$ cat src/rtl/fixed_sqrt_issuer.sv
// Request/result front end for a shared multi-cycle Fixed-point square-root unit.
// One operation in flight; negative radicands and unit timeouts return res_err=1.
module fixed_sqrt_issuer #(
  parameter int WIDTH   = 32,
  parameter int FRAC    = 14,
  parameter int TAG_W   = 4,
  parameter int TIMEOUT = 64
) (
  input  logic             clk,
  input  logic             reset,
  input  logic             req_valid,
  output logic             req_ready,
  input  logic [WIDTH-1:0] req_rad,
  input  logic [TAG_W-1:0] req_tag,
  output logic             sqrt_strobe,
  output logic [WIDTH-1:0] sqrt_rad,
  input  logic [WIDTH-1:0] sqrt_root,
  input  logic             sqrt_valid,
  output logic             res_valid,
  input  logic             res_ready,
  output logic [WIDTH-1:0] res_root,
  output logic [TAG_W-1:0] res_tag,
  output logic             res_err
);

  localparam int CNT_W = $clog2(TIMEOUT + 1);

  if (TIMEOUT < 2 || FRAC >= WIDTH) begin : g_bad_params
    $error("fixed_sqrt_issuer: TIMEOUT must be >= 2 and FRAC < WIDTH");
  end

  typedef enum logic [1:0] {IDLE, ISSUE, WAIT, HOLD} state_t;

  state_t             state, state_n;
  logic [CNT_W-1:0]   wait_cnt;
  logic               accept, capture, timeout_hit;

  // Next-state decode; the first WAIT cycle (wait_cnt==0) ignores a stale sqrt_valid level
  always_comb begin
    state_n     = state;
    accept      = 1'b0;
    capture     = 1'b0;
    timeout_hit = 1'b0;
    case (state)
      IDLE: begin
        if (req_valid) begin
          accept  = 1'b1;
          state_n = req_rad[WIDTH-1] ? HOLD : ISSUE;
        end
      end
      ISSUE: state_n = WAIT;
      WAIT: begin
        if (wait_cnt != '0 && sqrt_valid) begin
          capture = 1'b1;
          state_n = HOLD;
        end else if (wait_cnt == CNT_W'(TIMEOUT - 1)) begin
          timeout_hit = 1'b1;
          state_n     = HOLD;
        end
      end
      HOLD: begin
        if (res_ready) state_n = IDLE;
      end
      default: state_n = IDLE;
    endcase
  end

  assign req_ready   = (state == IDLE) && !reset;
  assign sqrt_strobe = (state == ISSUE);
  assign res_valid   = (state == HOLD);

  always_ff @(posedge clk) begin
    if (reset) begin
      state    <= IDLE;
      wait_cnt <= '0;
      sqrt_rad <= '0;
      res_root <= '0;
      res_tag  <= '0;
      res_err  <= 1'b0;
    end else begin
      state <= state_n;
      if (accept) begin
        sqrt_rad <= req_rad;
        res_tag  <= req_tag;
        res_root <= '0;
        res_err  <= req_rad[WIDTH-1];
      end
      if (state == ISSUE)
        wait_cnt <= '0;
      else if (state == WAIT)
        wait_cnt <= wait_cnt + CNT_W'(1);
      // Valid takes precedence; capture and timeout_hit are mutually exclusive
      if (capture) begin
        res_root <= sqrt_root;
        res_err  <= 1'b0;
      end else if (timeout_hit) begin
        res_root <= '0;
        res_err  <= 1'b1;
      end
    end
  end

endmodule

$ cat config.mk
export PLATFORM = sky130hd
export DESIGN_NAME = fixed_sqrt_issuer
export DESIGN_NICKNAME = d
export VERILOG_FILES = /design/src/rtl/fixed_sqrt_issuer.sv
export SDC_FILE = /design/constraint.sdc
export NUM_CORES = 1
export LEC_CHECK = 0
export ABC_AREA = 1
export BUFFER_PORTS_ARGS = -buffer_cell sky130_fd_sc_hd__clkbuf_2
export CELL_PAD_IN_SITES_DETAIL_PLACEMENT = 2
export CELL_PAD_IN_SITES_GLOBAL_PLACEMENT = 2
export CORE_UTILIZATION = 28
export DETAILED_ROUTE_END_ITERATION = 6
export GPL_TIMING_DRIVEN = 0
export PLACE_DENSITY = 0.83
export RECOVER_POWER = 25
export SKIP_CTS_REPAIR_TIMING = 1
export SYNTH_ARGS = -nofsm -noshare
export SYNTH_HDL_FRONTEND = slang
export SYNTH_SLANG_ARGS = --single-unit
$ cat constraint.sdc
create_clock -name clk -period 3.7 [get_ports clk]
set_clock_uncertainty 0.2 [all_clocks]
set_input_delay 0.37 -clock clk [delete_from_list [all_inputs] [get_ports clk]]
set_output_delay 0.37 -clock clk [all_outputs]
set_load 0.02 [all_outputs]
# Word-level counts from Yosys, hierarchy flattened
# Cells that the tools add are included.
# word_totals
latch_bits	0
output_inout_bits	72
mem_count	0
romBits	0
mem_bits_rw	0
word_cells	42
reg_bits	78
in_bits	73
# op_classes
bitwise_logic	0
n_mux	18
shifts	0
n_lt_le_gt_ge	0
n_div	0
reduce_logical	10
add_sub_neg	1
n_eq_ne	7
n_mul	0
# ops
operator	n
32-bit two-way mux	3
2-bit two-way mux	5
1-bit two-way mux	9
2-bit case mux with 4 select lines	1
7-bit by 1-bit adder with 7-bit output, second input constant	1
7-bit by 6-bit equality test with 1-bit output, second input constant	1
7-bit nonzero test	1
2-bit equality test, second input constant	2
2-bit OR reduction	2
3-bit != test, second input constant	1
3-bit AND reduction	1
3-bit nonzero test	1
2-bit by 1-bit equality test with 1-bit output, second input constant	1
1-bit logical AND	2
2-bit zero test	1
2-bit by 1-bit != test with 1-bit output, second input constant	1
2-bit != test, second input constant	1
2-bit nonzero test	1
1-bit zero test	1

# Depth between registers and ports, before layout
# Gate-level depths: netlist (run 1).
# depth
word_depth	6
mapped_depth	10
ltp_nobuf	10

# Least setup slack after synthesis (run 1)
# Ideal clock, no wire load.
# synth_timing
kind	register -> register
start	register state[0]
end	register res_tag[0]
arrival_ns	1.332
period_less_slack_ns	1.648
required_ns	3.384
path_buffers	1
stages_incl_launch_ff	8
setup_ns	0.116
slack_ns	2.052
path_cell_list	dfxtp_1 -> inv_1 -> ha_1 -> nand2_1 -> clkinv_1 -> clkbuf_1 -> nor2_1 -> nor2_1
# synth_via
elab_chain_cells	2
# synth_lines
element	line	rtl
start, declared	34	state_t state, state_n;
start signal, assigned	81	state <= state_n;
2-bit zero test	44	case (state)
1-bit two-way mux	44	
end signal, assigned	84	res_tag <= req_tag;
end, declared	22	output logic [TAG_W-1:0] res_tag,
# No other way between the ends.
# A chain may end at the register's enable or synchronous reset.

# Final worst setup path (run 1)
# layout_timing
start	register state[0]
end	register sqrt_rad[24]
# layout_via
elab_chain_cells	2
# layout_lines
element	line	rtl
2-bit zero test	44	
1-bit two-way mux	44	
end signal, assigned	83	sqrt_rad <= req_rad;
end, declared	16	output logic [WIDTH-1:0] sqrt_rad,
# No other way between the ends.

==> impl_metrics.tcl, run 1 <==
set metrics [dict create \
    status "complete, no violations" \
    drt_iter0_drc 103 \
    syn_avg_cell_area_um2 8.46 \
    synthArstFlopShare_pct 0 \
    tns_ps 0 \
    yosys.area.top_type "dfxtp_1" \
    period_share_pct 57.9 \
    die_h_um 110 \
    maxSlewViolCount 0 \
    worstSetupPathType "reg -> reg" \
    mappedNetlistNets 469 \
    cts_tree "done" \
    grt.total_usage_pct 17.7 \
    fin_crit_ps 2140 \
    seq_power_share_pct 38.4 \
    grt_max_degree 14 \
    pwr-share-comb_pct 32.4 \
    r2r_cells 7 \
    synth_cell_types 27 \
    start_kind "register" \
    setup_violations 0 \
    io_pins 145 \
    yosysMostFrequentCell "nor2_1" \
    place_hpwl_um 8420 \
    hold_violations 0 \
    syn2layout_area_growth_pct 33.9 \
    rsz0062_at_grt "false" \
    drt-wirelength-per-cell_um 15.5 \
    synth_area_leaders "dfxtp_1 47%, nor2_1 9.5%, a21oi_2 8.0%" \
    clkPwrFrac_pct 29.2 \
    synth-seq-cells 78 \
    timing.rr.start "state[0]$_SDFFE_PP0P_" \
    drc_errors 0 \
    yosysTopAreaCellShare_pct 47.5 \
    cts_root_buf "clkbuf_16" \
    start_util_pct 28.8 \
    ys_warn_count 0 \
    maxCapViolCount 0 \
    io_buffers 143 \
    antenna_cells 0 \
    power_switching_mw 1.04 \
    gp_congestion 0.709 \
    antenna_found_initial 0 \
    hold_class "in -> reg" \
    synthFlopType "dfxtp_1" \
    p_per_area_nw_per_um2 624 \
    required_ps 3720 \
    peakVddDrop_mv 0.278 \
    numClockSinks 78 \
    synthCells 389 \
    grt_pass1_vias 3404 \
    yosysSeqAreaShare_pct 47.5 \
    routed-wl-met2_um 5050 \
    coreArea_um2 11400 \
    yosys-top-cells-count "83 x nor2_1, 78 x dfxtp_1, 37 x o21ai_0, 32 x nand4_1, 31 x nand2_1" \
    end_kind "register" \
    synth_edf_count 0 \
    p_leak_nw 1.79 \
    top_layer_used "met4" \
    synth_area_um2 3290 \
    rrSetupSlack_ps 1560 \
    tightestPinTransition_ps 747 \
    fin_nets 623 \
    cts.path.max_buffers 2 \
    cp-startpoint "state[0]$_SDFFE_PP0P_" \
    cts-htree-levels 3 \
    rows 39 \
    p_sw_share_pct 38.0 \
    clk_latency_ps 330 \
    vias 3290 \
    floorplan.die_area_um2 12200 \
    drive_gt1_share_pct 34.7 \
    ant_nets 0 \
    avgViaCountPerCell 4.76 \
    fmax_ghz 0.467 \
    gr-total-overflow 0 \
    die_width_um 110 \
    drt-met1-wl_um 4670 \
    crit_path_end "sqrt_rad[24]$_SDFFE_PP0P_" \
    clkTransAtPathRegs_ps 60 \
    slew_headroom_pct 50.2 \
    cp.arrival_ps 2170 \
    whs_ps 76.6 \
    grt_pass1_wl_um 16500 \
    r2r-end "sqrt_rad[24]$_SDFFE_PP0P_" \
    intPower_mw 1.70 \
    drt_wl_total_um 10700 \
    cts_buffers 9 \
    cp_max_fo 10 \
    detail_route.first_pass.iterations 4 \
    dr_wl_met3_um 891 \
]
[cells by family after synthesis]
| group | synth area share [%] |
|---|---|
| AND/OR/NAND/NOR | 25.6 |
| AO/OA/AOI/OAI | 15.7 |
| flip-flops | 47.5 |
| buffers and inverters | 8.25 |
| adder cells (fa/ha/maj) | 2.66 |
| multiplexers | 0.342 |
[power groups by stage]
stage / logic, mW / registers [mW] / clock network [mW]
CTS: 0.926 / 1.06 / 0.835
finish: 0.891 / 1.05 / 0.801
global placement: 0.883 / 1.06 / 0
global route: 1.01 / 1.08 / 0.868
floorplan: 0.448 / 1.21 / 0
detailed placement: 0.921 / 1.08 / 0
[state kept, by name, summed over array words and instances (netlist names)]
| name | count |
|---|---|
| res_root | 32 |
| sqrt_rad | 32 |
| wait_cnt | 7 |
| res_tag | 4 |
| state | 2 |
| res_err | 1 |
[metal layers]
metal | track usage (%) | vias to the layer above
met5 | 0 | -
met4 | 6.58 | 0
met3 | 5.29 | 9
met2 | 30.2 | 115
met1 | 20.9 | 1556
li1 | - | 1610
[critical path, cell delays in order (launching register included)]
cell and delay, ps:
dfxtp_1 400, inv_1 110, ha_1 220, nand2_1 240, clkinv_1 310, clkbuf_1 330, nor2_1 170, nor2_1 60
[worst min path at each step]
stage / startpoint / endpoint / depth (start not counted) / slack (ps)
after CTS: sqrt_root[14] / res_root[14]$_SDFFE_PP0P_ / 3 / 60
after global routing: sqrt_root[25] / res_root[25]$_SDFFE_PP0P_ / 3 / 70
final: sqrt_root[14] / res_root[14]$_SDFFE_PP0P_ / 3 / 80
after detailed placement: sqrt_rad[25]$_SDFFE_PP0P_ / sqrt_rad[25]$_SDFFE_PP0P_ / 2 / 270
after global placement: sqrt_rad[31]$_SDFFE_PP0P_ / sqrt_rad[31]$_SDFFE_PP0P_ / 2 / 260
after floorplan: wait_cnt[6]$_SDFFE_PP0N_ / wait_cnt[6]$_SDFFE_PP0N_ / 2 / 260
[through the flow]
step | area (um2) | worst slack (ps) | util (%) | std cells | power (mW)
CTS | 4450 | 1470 | 39.0 | 691 | 2.82
floorplan | 3290 | 2050 | - | 389 | 1.66
detailed placement | 4180 | 1480 | 36.6 | 675 | 2.00
finish | 4410 | 1560 | 38.6 | 691 | 2.75
global placement | 4180 | 1550 | 36.6 | 675 | 1.95
global route | 4410 | 1300 | 38.6 | 691 | 2.95
[placed cells by master, fill, tap and decap left out]
cell type   netlist  routed
clkbuf_2          0     106
nor2_1           83      83
dfxtp_1          78      78
clkbuf_1         11      49
o21ai_0          37      37
nand4_1          32      32
nand2_1          31      31
a21oi_2          30      30
nand2_2          18      18
inv_1            17      17
a21oi_1          10      10
clkbuf_16         0       9
buf_6             7       7
ha_1              7       7
nor3_1            6       6
buf_2             4       4
nand3_1           4       4
clkinv_2          0       3
buf_12            2       2
buf_1             2       2
clkinvlp_4        0       2
buf_4             1       1
nor2_4            1       1
nand3_2           1       1
nand2_4           1       1
nand3_4           1       1
inv_6             1       1
clkinv_1          1       1
o22ai_1           1       1
mux2_2            1       1
a31oi_2           1       1
clkinv_4          0       1
[cell type report]
cell class	instances	area (um2)
Inverter	19	76.3
Tap cell	143	179
Buffer	27	195
Multi-Input combinational cell	265	1460
Timing Repair Buffer	143	669
Clock inverter	6	38.8
Fill cell	1354	7010
Sequential cell	78	1560
Clock buffer	10	229
(Power assumes the default switching activity.)
==> inputs of run 2 (changes only) <==
- ABC_AREA: 1 -> 0
- CORE_UTILIZATION: 28 -> 25
- PLACE_DENSITY: 0.83 -> 0.77
- clock period: 3.7 -> 2.13 ns (I/O delays scaled with it)
==> impl_metrics.tcl, run 2 <==
set metrics [dict create \
    setup_violations 33 \
    clkPwrFrac_pct 33.4 \
    maxSlewViolCount 0 \
    setup_ws_ps -257 \
    rsz0062_at_grt "true" \
    cp_max_fo 10 \
    avgViaCountPerCell 4.70 \
    ant_nets 0 \
    floorplan.die_area_um2 11800 \
    ys_warn_count 0 \
    maxCapViolCount 0 \
    drive_gt1_share_pct 29.8 \
    start_util_pct 26.0 \
    synth-seq-cells 78 \
    io_buffers 143 \
    crit_buf_inv 2 \
    seq_power_share_pct 37.0 \
    yosysSeqAreaShare_pct 55.0 \
    grt_pass1_wl_um 14300 \
    final_cell_mix "124 x clkbuf_2, 76 x nand2_1, 76 x dfxtp_1" \
    intPower_mw 3.09 \
    tightestPinTransition_ps 500 \
    fin_crit_ps 2390 \
    p_sw_share_pct 33.5 \
    start_kind "register" \
    pwr-share-comb_pct 29.6 \
    cp.arrival_ps 2400 \
    numClockSinks 78 \
    io_pins 145 \
    p_per_area_nw_per_um2 981 \
    cpLargestDelayFamily "simple AND/OR/NAND/NOR gates" \
    yosys-top-cells-count "78 x dfxtp_1, 76 x nand2_1, 38 x a21oi_1, 32 x a32o_1, 16 x clkbuf_1" \
    detail_route.first_pass.iterations 6 \
    p_leak_nw 2.06 \
    tns_ps -6420 \
    utilization_pct 43.4 \
    hold_violations 0 \
    crit_slowest_cell "or4b_4" \
    grt_pass1_vias 2942 \
    end_kind "register" \
    max_stage_delay_ps 480 \
    synth_area_um2 2840 \
    syn_avg_cell_area_um2 9.53 \
    final_common_cell "clkbuf_2" \
    top_regs "res_root (32), sqrt_rad (32), wait_cnt (7)" \
    rows 38 \
    slew_headroom_pct 66.7 \
    yosysMostFrequentCell "dfxtp_1" \
    antenna_cells 0 \
    period_share_pct 112 \
    peakVddDrop_mv 0.390 \
    yosysTopAreaCellShare_pct 55.0 \
    placedCellCount 581 \
    vias 3138 \
    fin_nets 602 \
    place_hpwl_um 6980 \
    clkTransAtPathRegs_ps 60 \
    grt.total_usage_pct 15.8 \
    synthArstFlopShare_pct 0 \
    yosys.area.top_type "dfxtp_1" \
    coreArea_um2 10900 \
    fin_cells 667 \
    syn2layout_area_growth_pct 67.0 \
    mappedNetlistNets 378 \
    drt_iter0_drc 99 \
    required_ps 2140 \
    cts-htree-levels 3 \
    fmax_ghz 0.419 \
    whs_ps 242 \
    synthFlopType "dfxtp_1" \
    die_h_um 109 \
    synthCells 298 \
    grt_max_degree 13 \
    drt-wirelength-per-cell_um 17.8 \
    status "complete, but fails checks" \
    worstSetupPathType "reg -> reg" \
    synth_area_leaders "dfxtp_1 55%, a32o_1 11%, nand2_1 10%" \
    synth_edf_count 0 \
    power_mw 4.65 \
    nFillCells 1211 \
    path_cells "inv_1, ha_1, or4b_4, o31a_1, and3b_2, buf_8, a32o_1" \
    antenna_found_initial 0 \
    die_width_um 109 \
    drc_errors 0 \
    power_switching_mw 1.56 \
    clk_latency_ps 330 \
    drt_wl_total_um 11900 \
    cts_tree "done" \
    violations "setup timing" \
    gp_congestion 0.702 \
    cts_buffers 9 \
    cts_root_buf "clkbuf_16" \
    gr-total-overflow 0 \
    synth_cell_types 31 \
    cts.path.max_buffers 2 \
    hold_class "in -> reg" \
]
==> run 2: cell types whose count changed in the layout (fill, tap and decap cells not counted), sizes merged, moves of 3 or more <==
cell         change
nor2            -76
dlygate4sd3     +68
a32o            +32
o21ai           -32
nand4           -29
nand2           +26
inv             -12
clkbuf          +10
buf              -9
nand3            -6
nor3             -6
xor2             +3
==> run 2: kinds of logic after synthesis <==
kind of cell               count (synthesis)  synth area share (%)
muxes                                      2                 0.705
xor gates and xnor gates                   4                  1.23
AOI/OAI and AO/OA                         82                  21.1
adders and majority gates                  7                  3.08
DFF                                       78                  55.0
and+or+nand+nor                           95                  13.8
buffers and inverters                     30                  5.16
==> run 2: path summary, 6_finish.rpt <==
kind,from,endpoint,cells past startpoint,slack (ps)
worst min register to register,res_tag[3]$_SDFFE_PP0P_,res_tag[3]$_SDFFE_PP0P_,2,260
worst min-delay path,req_valid,sqrt_rad[1]$_SDFFE_PP0P_,4,240
worst max-delay path,wait_cnt[0]$_SDFFE_PP0N_,res_root[19]$_SDFFE_PP0P_,7,-260
worst max register to register,wait_cnt[0]$_SDFFE_PP0N_,res_root[19]$_SDFFE_PP0P_,7,-260
==> run 2: final cells by class <==
class	instances	area (um2)	area share, %
timing repair buffer	215	1390	29.4
clock buffer	12	256	5.41
sequential	78	1570	33.0
clock inverter	4	45.0	0.950
inverter	6	22.5	0.475
multi-input combinational	190	1150	24.2
tap	140	175	3.69
buffer	22	133	2.80
==> run 2: tightest hold or removal path, stage by stage <==
cell,delay (ps)
clkbuf_2,100
and2_2,260
nand2_1,100
a21oi_1,50
==> run 2: per-layer routing <==
layer  global-route usage (%)  vias up  routed length (um)
li1                         -     1493                   -
met1                     17.5     1512                4650
met2                     26.8      114                6220
met3                     6.21       19                 712
met4                     6.47        0                 308
met5                        0        -                   0
==> run 2: metrics by stage <==
stage,instance area [um2],setup slack [ps]
floorplan,2840,4.41
global placement,3730,-268
detailed placement,3730,-314
CTS,4030,-363
global route,4740,-299
finish,4740,-257
==> run 2: power groups by stage <==
| stage | Combinational (mW) | Sequential, mW | Clock (mW) |
|---|---|---|---|
| floorplan | 0.609 | 1.89 | 0 |
| global placement | 1.15 | 1.73 | 0 |
| detailed placement | 1.20 | 1.75 | 0 |
| CTS | 1.21 | 1.72 | 1.60 |
| global route | 1.52 | 1.74 | 1.68 |
| finish | 1.38 | 1.72 | 1.56 |
